===== src/rtl/sad_read_sched.sv =====
// rtl/sad_read_sched.sv - SAD engine RAM read scheduler (reference/candidate walk)
//
// Once the block RAM is full, walks the RAM read address through the reference
// block and every candidate position of the search window. Each read cycle
// alternates one reference pixel with one candidate pixel. Strobes are delayed
// one cycle so that they line up with the RAM read data.
//
// Ports:
//   clk       system clock, rising edge
//   rst       asynchronous active-low reset
//   ram_full  loader reports RAM loaded (level)
//   start     one-cycle request to run a full search (honoured only when idle)
//   addr      registered RAM read address
//   ref_stb   RAM data this cycle is a reference pixel
//   cand_stb  RAM data this cycle is a candidate pixel
//   sad_clr   first pixel pair of a candidate (with its first ref_stb)
//   sad_last  last pixel pair of a candidate (with its last cand_stb)
//   cand_idx  candidate number cy*RANGE+cx, valid while strobes are high
//   busy      high from start acceptance until done
//   done      one-cycle pulse after the final candidate
module sad_read_sched #(
  parameter int ADDR_W    = 9,
  parameter int BLK       = 4,
  parameter int RANGE     = 4,
  parameter int REF_BASE  = 0,
  parameter int SRCH_BASE = 16
) (
  input  logic                             clk,
  input  logic                             rst,
  input  logic                             ram_full,
  input  logic                             start,
  output logic [ADDR_W-1:0]                addr,
  output logic                             ref_stb,
  output logic                             cand_stb,
  output logic                             sad_clr,
  output logic                             sad_last,
  output logic [$clog2(RANGE*RANGE)-1:0]   cand_idx,
  output logic                             busy,
  output logic                             done
);

  localparam int AW     = ADDR_W + 2;
  localparam int SRCH_W = BLK + RANGE - 1;
  localparam int PW     = (BLK > 1) ? $clog2(BLK) : 1;
  localparam int CW     = (RANGE > 1) ? $clog2(RANGE) : 1;
  localparam int IW     = $clog2(RANGE*RANGE);

  localparam logic [PW-1:0] P_MAX = PW'(BLK - 1);
  localparam logic [CW-1:0] C_MAX = CW'(RANGE - 1);

  localparam logic [2:0] S_IDLE  = 3'd0;
  localparam logic [2:0] S_WAIT  = 3'd1;
  localparam logic [2:0] S_RUN   = 3'd2;
  localparam logic [2:0] S_DRAIN = 3'd3;
  localparam logic [2:0] S_DONE  = 3'd4;

  logic [2:0]    state;
  logic          ph;
  logic [PW-1:0] px, py;
  logic [CW-1:0] cx, cy;

  // Issue-stage flags travel with addr; the output strobes are these delayed
  // by one more cycle to match the RAM read latency.
  logic          iss_ref, iss_cand, iss_clr, iss_last;
  logic [IW-1:0] iss_idx;

  logic              px_end, py_end, cx_end, cy_end;
  logic              last_rd, first_pair, last_pair;
  logic [ADDR_W-1:0] rd_addr;
  logic [IW-1:0]     idx_now;

  always_comb begin
    px_end     = (px == P_MAX);
    py_end     = (py == P_MAX);
    cx_end     = (cx == C_MAX);
    cy_end     = (cy == C_MAX);
    last_rd    = ph & px_end & py_end & cx_end & cy_end;
    first_pair = ~ph & (px == '0) & (py == '0);
    last_pair  = ph & px_end & py_end;
    // Computed at ADDR_W+2 bits so intermediate sums cannot wrap, then truncated.
    rd_addr = ADDR_W'(ph ?
        (AW'(SRCH_BASE) + (AW'(cy) + AW'(py)) * AW'(SRCH_W) + AW'(cx) + AW'(px)) :
        (AW'(REF_BASE) + AW'(py) * AW'(BLK) + AW'(px)));
    idx_now = IW'(cy) * IW'(RANGE) + IW'(cx);
  end

  always_ff @(posedge clk or negedge rst) begin
    if (!rst) begin
      state    <= S_IDLE;
      ph       <= 1'b0;
      px       <= '0;
      py       <= '0;
      cx       <= '0;
      cy       <= '0;
      addr     <= '0;
      iss_ref  <= 1'b0;
      iss_cand <= 1'b0;
      iss_clr  <= 1'b0;
      iss_last <= 1'b0;
      iss_idx  <= '0;
      ref_stb  <= 1'b0;
      cand_stb <= 1'b0;
      sad_clr  <= 1'b0;
      sad_last <= 1'b0;
      cand_idx <= '0;
      busy     <= 1'b0;
      done     <= 1'b0;
    end else begin
      iss_ref  <= 1'b0;
      iss_cand <= 1'b0;
      iss_clr  <= 1'b0;
      iss_last <= 1'b0;
      ref_stb  <= iss_ref;
      cand_stb <= iss_cand;
      sad_clr  <= iss_clr;
      sad_last <= iss_last;
      cand_idx <= iss_idx;
      done     <= 1'b0;
      case (state)
        S_IDLE: begin
          // The cycle that shows done is still part of the previous run, so a
          // start seen there is dropped too.
          if (start && !done) begin
            busy  <= 1'b1;
            state <= ram_full ? S_RUN : S_WAIT;
          end
        end
        S_WAIT: begin
          if (ram_full) state <= S_RUN;
        end
        S_RUN: begin
          addr     <= rd_addr;
          iss_ref  <= ~ph;
          iss_cand <= ph;
          iss_clr  <= first_pair;
          iss_last <= last_pair;
          iss_idx  <= idx_now;
          // Counters wrap naturally, so they are all zero again after the last read.
          ph <= ~ph;
          if (ph) begin
            px <= px_end ? '0 : px + 1'b1;
            if (px_end) begin
              py <= py_end ? '0 : py + 1'b1;
              if (py_end) begin
                cx <= cx_end ? '0 : cx + 1'b1;
                if (cx_end) cy <= cy_end ? '0 : cy + 1'b1;
              end
            end
          end
          if (last_rd) state <= S_DRAIN;
        end
        S_DRAIN: begin
          state <= S_DONE;
        end
        S_DONE: begin
          done  <= 1'b1;
          busy  <= 1'b0;
          state <= S_IDLE;
        end
        default: begin
          state <= S_IDLE;
        end
      endcase
    end
  end

endmodule

===== config.mk =====
export PLATFORM = sky130hd
export DESIGN_NAME = sad_read_sched
export DESIGN_NICKNAME = d
export VERILOG_FILES = /design/src/rtl/sad_read_sched.sv
export SDC_FILE = /design/constraint.sdc
export NUM_CORES = 1
export LEC_CHECK = 0
export ABC_AREA = 1
export BUFFER_PORTS_ARGS = -buffer_cell sky130_fd_sc_hd__clkbuf_2
export CORE_ASPECT_RATIO = 1.4
export CORE_MARGIN = 2
export CORE_UTILIZATION = 60
export CTS_CLUSTER_SIZE = 8
export DETAILED_ROUTE_END_ITERATION = 16
export PLACE_DENSITY = 0.92
export SYNTH_ARGS = -nofsm -noshare
export SYNTH_HDL_FRONTEND = slang
export SYNTH_SLANG_ARGS = --single-unit

===== constraint.sdc =====
create_clock -name clk -period 8.6 [get_ports clk]
set_input_delay 0.86 -clock clk [delete_from_list [all_inputs] [get_ports clk]]
set_output_delay 0.86 -clock clk [all_outputs]
set_load 0.05 [all_outputs]

[After elaboration in Yosys (flattened, before gate mapping)]
Index checks and enable logic that the tools add are counted.
Widths: inputs -> output; s select.
Word-level totals
  register bits: 39
  input bits: 4
  output and inout bits: 19
  logic and storage cells: 77
Operators by class
  add/subtract/negate cells: 10
  multiply operators: 1
  equal/unequal tests: 11
  mux-type cells: 17
  bitwise logic cells: 7
  reductions and logical operators: 12
Operator list (number)
  $pmux 3 s4: 1
  $mux 2: 5
  $add 8x2->9: 1
  $mux 3: 3
  $mux 9: 1
  $add 2x1->2 const B: 4
  $add 7x2->8: 1
  $eq 2x2->1 const B: 4
  $add 5x6->7 const A: 1
  $and 1x1->1: 6
  $eq 3x2->1 const B: 2
  $mul 3x3->6 const B: 1
  $mux 1: 6
  $ne 2x2->1 const B: 3
  $reduce_and 3->1: 2
  $add 4x2->5: 1
  $reduce_and 5->1: 1
  $add 4x2->4: 1
  $logic_not 2->1: 2
  $reduce_and 2->1: 2
  $reduce_and 4->1: 1
  $add 2x2->3: 1
  $eq 3x1->1 const B: 1
  $eq 3x3->1 const B: 1
  other kinds (6): 6

[Logic depth before layout (Yosys ltp)]
  word-level depth: 7
  mapped depth: 15
  mapped depth without buffers: 15

[Least setup slack after synthesis]
Ideal clock, no wire load.
  path type: register to register
  start point: reg py[0]
  end point: reg addr[3]
  library setup time: 0.125 ns
  arrival: 2.781 ns
  required time: 8.475 ns
  slack: 5.693 ns
  stages on the path, launching flop included: 13
  buffers on the path: 0
  clock period less this slack: 2.907 ns
  cells stage by stage: dfrtp_1 -> ha_1 -> inv_1 -> fa_1 -> inv_1 -> fa_1 -> ha_1 -> ha_1 -> or2_2 -> nand2_1 -> nand2_1 -> nand3_1 -> nand3_1
On the way
  word-level cells in the longest chain between the ends: 6
  elaborated cells on any way between the ends: 7
  classes of those cells: add/sub (5); mul (1); mux (1)
RTL lines
  start: declaration: RTL line 59  | logic [PW-1:0] px, py;
  start signal: assignment: RTL line 143  | py <= py_end ? '0 : py + 1'b1;
  $add 2x2->3: RTL line 82  | (AW'(SRCH_BASE) + (AW'(cy) + AW'(py)) * AW'(SRCH_W) + AW'(cx) + AW'(px)) :
  $mul 3x3->6: RTL line 82
  $add 5x6->7: RTL line 82
  $add 7x2->8: RTL line 82
  $add 8x2->9: RTL line 82
  $mux 9 *: RTL line 81  | rd_addr = ADDR_W'(ph ?
  end signal: assignment: RTL line 132  | addr <= rd_addr;
  end: declaration: RTL line 32  | output logic [ADDR_W-1:0] addr,
Every way passes the cells marked *; elsewhere a longest branch is shown, timed or not.
A chain may end at the register's enable or synchronous reset.

[Final worst setup path]
Ends and elaborated chain as after synthesis.

==> impl_metrics.toml <==
[routing]
drt-initial-drc-count = 38
drt_pass1_iterations = 4
vias = 1393
drc = 0
avgRoutedWirePerCell_um = 12.8
wl_mm = 3.49
routed_via_density = 5.12
ant_nets = 0

[cts]
clock-sinks = 37
cts_root_buffer = "clkbuf_8"
cts.path.max_buffers = 2
cts_tree = "yes"
htreeDepth = 2
cts.reportedPaths.clkPinSlew_ps = 70
ctsHoldBuffers = 0
clock_latency_ps = 290
cts_buffers = 5
cts_resized = 0
post-cts-setup-buffers = 0

[worst_hold_path]
whs_endpoint = "ref_stb"
min_from = "iss_ref"
hold_path_class = "register to register"
hold_path_depth = 0

[synth]
ys_async_sr_fraction_pct = 100
synth-seq-cells = 37
synth_edf_count = 0
synth_top_area_cell = "dfrtp_1"
ys_seq_area_share_pct = 47.2
synthTopCellsByCount = "54 x nand2_1, 37 x dfrtp_1, 29 x inv_1"
syn_avg_cell_area_um2 = 9.48
synthFlopType = "dfrtp_1"
syn_area_um2 = 1960
synth_mux_area_share_pct = 0
synth_top_family_by_area = "simple AND/OR/NAND/NOR gates"
synth-simple-area-share_pct = 21.0
syn_inst = 207
synth-xor-area-share_pct = 0.446
synth.distinct_cells = 29
netlist.area_leader.share_pct = 47.2
synth_fa_ha_area_share_pct = 17.0
yosysWarnings = 0
synth_compound_area_share_pct = 5.93
synth.area.top_cells = "dfrtp_1 47%, ha_1 11%, nand2_1 10%"
post-synth-top-count-cell = "nand2_1"

[worst_setup_path]
r2r_start = "py[0]"
cp.arrival_ps = 3260
cp_data_required_time_ps = 8770
worstSetupPathType = "register to register"
regToRegSetupSlack_ps = 5510
reg2reg_to = "addr[3]"
reg2reg_depth = 12
crit_path_start_kind = "register"
cp_max_fo = 5
critical_path.startpoint = "py[0]"
cp-end-kind = "register"

[floorplanning]
die_width_um = 52.3
start_util_pct = 62.8
die_h_um = 71.7
core-area_um2 = 3120
io-pin-count = 23
rows = 24
die_area_um2 = 3750

[sta]
slew_viol_final = 0
relSlewSlack_pct = 39.4
min_period_over_period_pct = 36.0
clock_skew_ps = 2.71
fin_crit_ps = 3090
tightest_slew_ps = 909
finalSetupTns_ps = 0
max_freq_mhz = 323
setup_viol = 0
finalHoldViolCount = 0
whs_ps = 350
rsz0062_at_grt = "false"

[grt]
antenna_found_initial = 0
grt_util_all_layers_pct = 22.0
grt_max_degree = 38
grt_pass1_vias = 1362
grt_pass1_wl_mm = 5.98
gr-total-overflow = 0

[finish]
fillCellCount = 252
layout-drive-gt1-share_pct = 17.6
diodes = 0
syn_to_final_growth_pct = 10.4
fin_nets = 259

[run]
maxCapViolCount = 0

[status]
status = "finished, final reports clean"

[pwr]
power_leakage_nw = 1.15
max-vdd-ir-drop_mv = 0.112
p_per_area_nw_per_um2 = 136

[place]
gp_congestion = 0.806
dp_hpwl_mm = 2.59
io_buffers = 20
state kept, by name (all words and copies together), names as in the netlist, 2 cells and up:
register	flops
iss_idx	4
cand_idx	4
state	3
cy	2
px	2
cx	2
addr	7
py	2
report_power, final:
part / total, W / switching (W) / internal (W)
clock: 0.000114 / 0.0000570 / 0.0000575
sequential: 0.000174 / 0 / 0.000174
combinational: 0.00000615 / 0.00000558 / 0.000000566
layer usage:
metal	part of all wire (%)	global-route usage [%]
met3	3.4	3.13
met1	40	25.5
met4	2.7	12.0
met2	54	37.9
met5	0	0
metrics by stage:
step	setup slack (ps)	util [%]	instances	power, W	cell area [µm²]
floorplan	5690	-	208	0.000180	1970
global placement	5620	66.8	264	0.000183	2090
detailed placement	5550	66.8	264	0.000184	2090
CTS	5500	69.4	272	0.000297	2170
global route	5310	69.4	272	0.000305	2170
finish	5510	69.4	272	0.000295	2170
worst max-delay path by stage:
stage | endpoint | slack [ps] | cells after the start
6_report | addr[3] | 5510 | 12
2_1_floorplan | addr[3] | 5690 | 12
3_3_place_gp | addr[3] | 5620 | 12
5_1_grt | addr[3] | 5310 | 12
3_5_place_dp | addr[3] | 5550 | 12
4_1_cts | addr[3] | 5500 | 12
worst max-delay path, stage by stage, from the launching register on:
cell and delay [ps]:
dfrtp_1 420, ha_1 170, inv_1 50, fa_1 550, inv_1 110, fa_1 470, ha_1 280, ha_1 350
or2_2 320, nand2_1 70, nand2_1 50, nand3_1 60, nand3_1 70
cell type report:
class	instances	area, µm²	share of cell area (%)
flip-flops and latches	37	926	42.7
multi-input cells	134	878	40.6
inverters	34	133	6.12
repair buffers	20	100	4.62
clock buffers	8	80.1	3.70
well taps	39	48.8	2.25
placed cells by master, fill, tap and decap left out, types with 2 or more instances in the layout:
master and count:
clkinv_2 2, o21ai_0 9, clkbuf_2 20, fa_1 6, nand3_1 13, nor2_1 10, inv_1 29, a21oi_1 2
inv_2 2, ha_1 17, or2_2 2, o21ai_1 3, nor2_4 2, o21ai_2 2, clkbuf_8 5, nand2_1 54
dfrtp_1 37, clkbuf_1 3, o211ai_1 3, conb_1 2
cell families (layout without fill, tap and decap cells):
| family | after synthesis | in the layout |
|---|---|---|
| and+or+nand+nor | 88 | 88 |
| AOI/OAI and AO/OA | 20 | 20 |
| adders and majority gates | 23 | 23 |
| xor gates and xnor gates | 1 | 1 |
| DFF | 37 | 37 |
| other | 1 | 2 |
| buffers and inverters | 37 | 62 |
Note: power is estimated with default switching activity, not from simulation.
